$ cat config.mk
export PLATFORM = sky130hd
export DESIGN_NAME = calc_alu_seq
export DESIGN_NICKNAME = d
export VERILOG_FILES = /design/src/rtl/calc_alu_seq.sv
export SDC_FILE = /design/constraint.sdc
export NUM_CORES = 1
export LEC_CHECK = 0
export BUFFER_PORTS_ARGS = -buffer_cell sky130_fd_sc_hd__buf_4
export CELL_PAD_IN_SITES_DETAIL_PLACEMENT = 0
export CELL_PAD_IN_SITES_GLOBAL_PLACEMENT = 1
export CORE_MARGIN = 1.5
export CORE_UTILIZATION = 49
export CTS_BUF_LIST = sky130_fd_sc_hd__clkbuf_4
export CTS_CLUSTER_SIZE = 28
export DETAILED_ROUTE_END_ITERATION = 8
export PLACE_DENSITY_LB_ADDON = 0.2
export SYNTH_ARGS = -nofsm -noshare
export SYNTH_HDL_FRONTEND = slang
export SYNTH_SLANG_ARGS = --single-unit
$ cat constraint.sdc
create_clock -name clk -period 6.1 [get_ports clk]
set_input_delay 0.305 -clock clk [delete_from_list [all_inputs] [get_ports clk]]
set_output_delay 0.305 -clock clk [all_outputs]
set_load 0.05 [all_outputs]
$ cat src/rtl/calc_alu_seq.sv
// Sequential ALU: single-cycle ADD/SUB/logic ops, plus multi-cycle shift-add MUL and restoring DIV.
// Results and flags are registered and change only when the FSM enters DONE.
module calc_alu_seq #(
  parameter int WIDTH = 8
) (
  input  logic             clk,
  input  logic             rst_n,
  input  logic             ena,
  input  logic             start,
  input  logic [2:0]       op,
  input  logic [WIDTH-1:0] a,
  input  logic [WIDTH-1:0] b,
  output logic             busy,
  output logic             done,
  output logic [WIDTH-1:0] result_lo,
  output logic [WIDTH-1:0] result_hi,
  output logic             carry,
  output logic             zero,
  output logic             err,
  output logic [1:0]       dbg_state
);

  typedef enum logic [1:0] {
    IDLE = 2'd0,
    RUN  = 2'd1,
    DONE = 2'd2
  } state_t;

  localparam int CW = (WIDTH > 1) ? $clog2(WIDTH) : 1;
  localparam logic [CW-1:0] CNT_LAST = CW'(WIDTH - 1);

  localparam logic [2:0] OP_ADD = 3'd0;
  localparam logic [2:0] OP_SUB = 3'd1;
  localparam logic [2:0] OP_AND = 3'd2;
  localparam logic [2:0] OP_OR  = 3'd3;
  localparam logic [2:0] OP_XOR = 3'd4;
  localparam logic [2:0] OP_MUL = 3'd5;
  localparam logic [2:0] OP_DIV = 3'd6;

  state_t               state_q, state_d;
  logic [CW-1:0]        cnt_q, cnt_d;
  logic [2:0]           op_q, op_d;
  logic [WIDTH-1:0]     opa_q, opa_d;
  logic [WIDTH-1:0]     opb_q, opb_d;
  logic [2*WIDTH-1:0]   acc_q, acc_d;
  logic [WIDTH-1:0]     result_lo_q, result_lo_d;
  logic [WIDTH-1:0]     result_hi_q, result_hi_d;
  logic                 carry_q, carry_d;
  logic                 zero_q, zero_d;
  logic                 err_q, err_d;

  logic                 accept;
  logic                 load;
  logic [WIDTH-1:0]     new_lo, new_hi;
  logic                 new_carry, new_err;
  logic [WIDTH:0]       add_sum, sub_diff;
  logic [WIDTH:0]       mul_sum;
  logic [2*WIDTH-1:0]   mul_next;
  logic [WIDTH:0]       div_shift, div_rem;
  logic                 div_ge;
  logic [2*WIDTH-1:0]   div_next;
  logic [2*WIDTH-1:0]   step_next;

  always_comb begin
    state_d     = state_q;
    cnt_d       = cnt_q;
    op_d        = op_q;
    opa_d       = opa_q;
    opb_d       = opb_q;
    acc_d       = acc_q;
    result_lo_d = result_lo_q;
    result_hi_d = result_hi_q;
    carry_d     = carry_q;
    zero_d      = zero_q;
    err_d       = err_q;
    load        = 1'b0;
    new_lo      = '0;
    new_hi      = '0;
    new_carry   = 1'b0;
    new_err     = 1'b0;

    accept   = ena && start && (state_q != RUN);
    add_sum  = {1'b0, a} + {1'b0, b};
    sub_diff = {1'b0, a} - {1'b0, b};

    // acc holds {partial product, remaining multiplier} for MUL, {remainder, quotient} for DIV
    mul_sum   = {1'b0, acc_q[2*WIDTH-1:WIDTH]} + (acc_q[0] ? {1'b0, opa_q} : '0);
    mul_next  = {mul_sum, acc_q[WIDTH-1:1]};
    div_shift = {acc_q[2*WIDTH-1:WIDTH], acc_q[WIDTH-1]};
    div_ge    = (div_shift >= {1'b0, opb_q});
    div_rem   = div_ge ? (div_shift - {1'b0, opb_q}) : div_shift;
    div_next  = {div_rem[WIDTH-1:0], acc_q[WIDTH-2:0], div_ge};
    step_next = (op_q == OP_MUL) ? mul_next : div_next;

    if (ena) begin
      case (state_q)
        RUN: begin
          acc_d = step_next;
          cnt_d = cnt_q + CW'(1);
          if (cnt_q == CNT_LAST) begin
            state_d   = DONE;
            cnt_d     = '0;
            load      = 1'b1;
            new_lo    = step_next[WIDTH-1:0];
            new_hi    = step_next[2*WIDTH-1:WIDTH];
            new_carry = (op_q == OP_MUL) && (step_next[2*WIDTH-1:WIDTH] != '0);
          end
        end
        default: begin
          state_d = IDLE;
          if (accept) begin
            op_d  = op;
            cnt_d = '0;
            case (op)
              OP_ADD: begin
                state_d = DONE; load = 1'b1;
                new_lo = add_sum[WIDTH-1:0]; new_carry = add_sum[WIDTH];
              end
              OP_SUB: begin
                state_d = DONE; load = 1'b1;
                new_lo = sub_diff[WIDTH-1:0]; new_carry = sub_diff[WIDTH];
              end
              OP_AND: begin state_d = DONE; load = 1'b1; new_lo = a & b; end
              OP_OR:  begin state_d = DONE; load = 1'b1; new_lo = a | b; end
              OP_XOR: begin state_d = DONE; load = 1'b1; new_lo = a ^ b; end
              OP_MUL: begin
                state_d = RUN;
                opa_d   = a;
                acc_d   = {{WIDTH{1'b0}}, b};
              end
              OP_DIV: begin
                if (b == '0) begin
                  state_d = DONE; load = 1'b1;
                  new_lo = '1; new_hi = a; new_err = 1'b1;
                end else begin
                  state_d = RUN;
                  opb_d   = b;
                  acc_d   = {{WIDTH{1'b0}}, a};
                end
              end
              default: begin state_d = DONE; load = 1'b1; new_err = 1'b1; end
            endcase
          end
        end
      endcase
    end

    if (load) begin
      result_lo_d = new_lo;
      result_hi_d = new_hi;
      carry_d     = new_carry;
      err_d       = new_err;
      zero_d      = (new_lo == '0) && (new_hi == '0);
    end
  end

  always_ff @(posedge clk) begin
    if (!rst_n) begin
      state_q     <= IDLE;
      cnt_q       <= '0;
      op_q        <= '0;
      opa_q       <= '0;
      opb_q       <= '0;
      acc_q       <= '0;
      result_lo_q <= '0;
      result_hi_q <= '0;
      carry_q     <= 1'b0;
      zero_q      <= 1'b1;
      err_q       <= 1'b0;
    end else begin
      state_q     <= state_d;
      cnt_q       <= cnt_d;
      op_q        <= op_d;
      opa_q       <= opa_d;
      opb_q       <= opb_d;
      acc_q       <= acc_d;
      result_lo_q <= result_lo_d;
      result_hi_q <= result_hi_d;
      carry_q     <= carry_d;
      zero_q      <= zero_d;
      err_q       <= err_d;
    end
  end

  assign busy      = (state_q == RUN);
  assign done      = (state_q == DONE);
  assign result_lo = result_lo_q;
  assign result_hi = result_hi_q;
  assign carry     = carry_q;
  assign zero      = zero_q;
  assign err       = err_q;
  assign dbg_state = state_q;

endmodule

==> impl_metrics.tcl <==
set metrics [dict create \
    power_density_nw_per_um2 179 \
    yosysTopAreaCellShare 0.247 \
    synth_edf_count 0 \
    maxCapViolations 0 \
    vias 4903 \
    worst_slack_ns 2.34 \
    fmax_mhz 266 \
    clock_latency_ns 0.43 \
    drtAntennaViolNets 0 \
    outcome "complete, no violations" \
    finalCriticalPeriod_ns 3.76 \
    cts_tree "yes" \
    antenna_found_initial 0 \
    crit_type "reg -> reg" \
    cts_resized 0 \
    grt.overflow.total 0 \
    grt_pass1_wl_mm 24.6 \
    final_nets 722 \
    antenna_cells 0 \
    tns_ns 0 \
    synth_area_leaders "dfxtp_1, ha_1, nor2_1" \
    drive_above_1_share 0.116 \
    synth_cell_types 72 \
    peakVddDrop_mv 0.120 \
    period_share 0.617 \
    die_w_um 102 \
    htreeDepth 3 \
    ys_warn_count 0 \
    dpl.cell_count 771 \
    cts_setup_buffers 0 \
    cts.path.max_buffers 2 \
    p_leak_nw 2.15 \
    synth_nets 701 \
    hold_path_class "in -> reg" \
    start_util 0.513 \
    slew_headroom 0.229 \
    synthTopCellsByCount "nor2_1, a21oi_1, dfxtp_1" \
    numPortBuffers 45 \
    critPathLaunchType "flop" \
    die-area_sq_um 10400 \
    drt_iter0_drc 415 \
    tightestPinTransition_ns 1.14 \
    cts-root-buf "clkbuf_4" \
    remaining_drc_errors 0 \
    synthCells 632 \
    wirelength_mm 15.8 \
    end_kind "flop" \
    hold_viol_final 0 \
    worstPathArrival_ns 4.07 \
    cts_hold_buf 0 \
    dp_hpwl_mm 12.0 \
    synth_ff_type "dfxtp_1" \
    grt_pass1_vias 4579 \
    dp_slack_ns 2.43 \
    io_pins 46 \
    clock-skew-final_ns 0.0311 \
    rows 35 \
    path_clk_slew_ns 0.12 \
    cts_sinks 59 \
    yosysMostFrequentCell "nor2_1" \
    vias_per_cell 6.24 \
    finalPower_w 0.000947 \
    wl_per_cell_um 20.1 \
    critPathRequiredTime_ns 6.41 \
    die_y_um 102 \
    fin_cells 786 \
    numCtsBuffers 9 \
    core_area_sq_um 9330 \
    synth_area_per_cell_sq_um 7.56 \
    final_max_slew_viol_count 0 \
    drt_first_pass_iters 5 \
    yosysTopAreaCell "dfxtp_1" \
    area_delta_synth_final_pct 10.7 \
    yosys_register_bits 59 \
    finalSetupViolCount 0 \
    syn_area_sq_um 4780 \
    rsz0062_at_grt "no" \
    grt_max_degree 49 \
    cp_max_fo 10 \
    place_congestion 0.949 \
    ys_async_sr_fraction 0 \
    gr-usage-all-layers 0.314 \
    seq_area_frac_synth 0.247 \
]
-- sequential cells by signal, summed over array words and instances (netlist names) --
signal and count:
zero 1, op_q 3, dbg_state 2, result_hi 8, opa_q 8, result_lo 8
err 1, opb_q 8, cnt_q 3, acc_q 16, carry 1
-- layout make-up --
type	count	area, sq um
fillers	929	4040
repair buffers	48	360
flip-flops and latches	59	1180
clock buffers	9	67.6
inverters	40	150
clock inverters	6	81.3
well taps	129	161
multi-input cells	495	3290
-- logic make-up (layout without fill, tap and decap cells) --
logic type,count (synthesis),count (layout),synth area share
simple gates,220,220,0.225
compound gates,204,204,0.287
buf+inv,78,103,0.0652
flops,59,59,0.247
fa+ha+maj,46,46,0.127
mux,13,13,0.0272
xor+xnor,12,12,0.0220
-- cell usage in the layout (no fill, tap or decap), drive strengths merged, types with 7 or more instances in the layout --
cell	synthesis	final
a22oi	14	14
clkbuf	24	9
a221oi	7	7
nand3	8	8
a21oi	68	68
inv	40	40
nor3	15	15
ha	42	42
nand2	38	38
mux2i	13	13
a211oi	23	23
nor2	96	96
xnor2	9	9
dfxtp	59	59
buf	14	48
o21ai	26	26
nand2b	12	12
and2	12	12
o21a	7	7
-- per-stage QoR --
step	cell area, sq um	util	hold slack [ns]
after floorplan	4780	-	0.422
after global placement	5140	0.551	0.440
after detailed placement	5140	0.551	0.446
after CTS	5290	0.567	0.104
after global routing	5290	0.567	0.119
final	5290	0.567	0.0964
-- path summary, 6_finish.rpt --
path	startpoint	end	slack, ns	cells after the start
min reg2reg	err	err	0.46	2
min	rst_n	result_lo[3]	0.1	2
max reg2reg	acc_q[0]	carry	2.34	13
max	acc_q[0]	carry	2.34	13
-- report_power, final --
group / leakage (nW) / switching (W) / internal, W
registers: 0.477 / 0.00000714 / 0.000393
clock network: 0.0808 / 0.000158 / 0.000161
logic: 1.59 / 0.000147 / 0.0000803
-- per-layer routing --
metal,track usage,share of wire,vias up
li1,-,-,2325
met1,0.428,0.44,2307
met2,0.498,0.45,238
met3,0.0656,0.088,33
met4,0.0940,0.021,0
met5,0,0,-
-- worst max-delay path: stages, from the launching register on --
cell and delay (ns):
dfxtp_1 0.50, and2_1 0.18, ha_1 0.17, inv_1 0.06, fa_1 0.41, nor2b_1 0.13, o21ai_0 0.10, a21boi_0 0.38
o31a_1 0.22, or4_1 0.12, o311ai_0 0.36, or4_1 0.65, o31ai_1 0.29, a21oi_1 0.11
(Power assumes the default switching activity.)
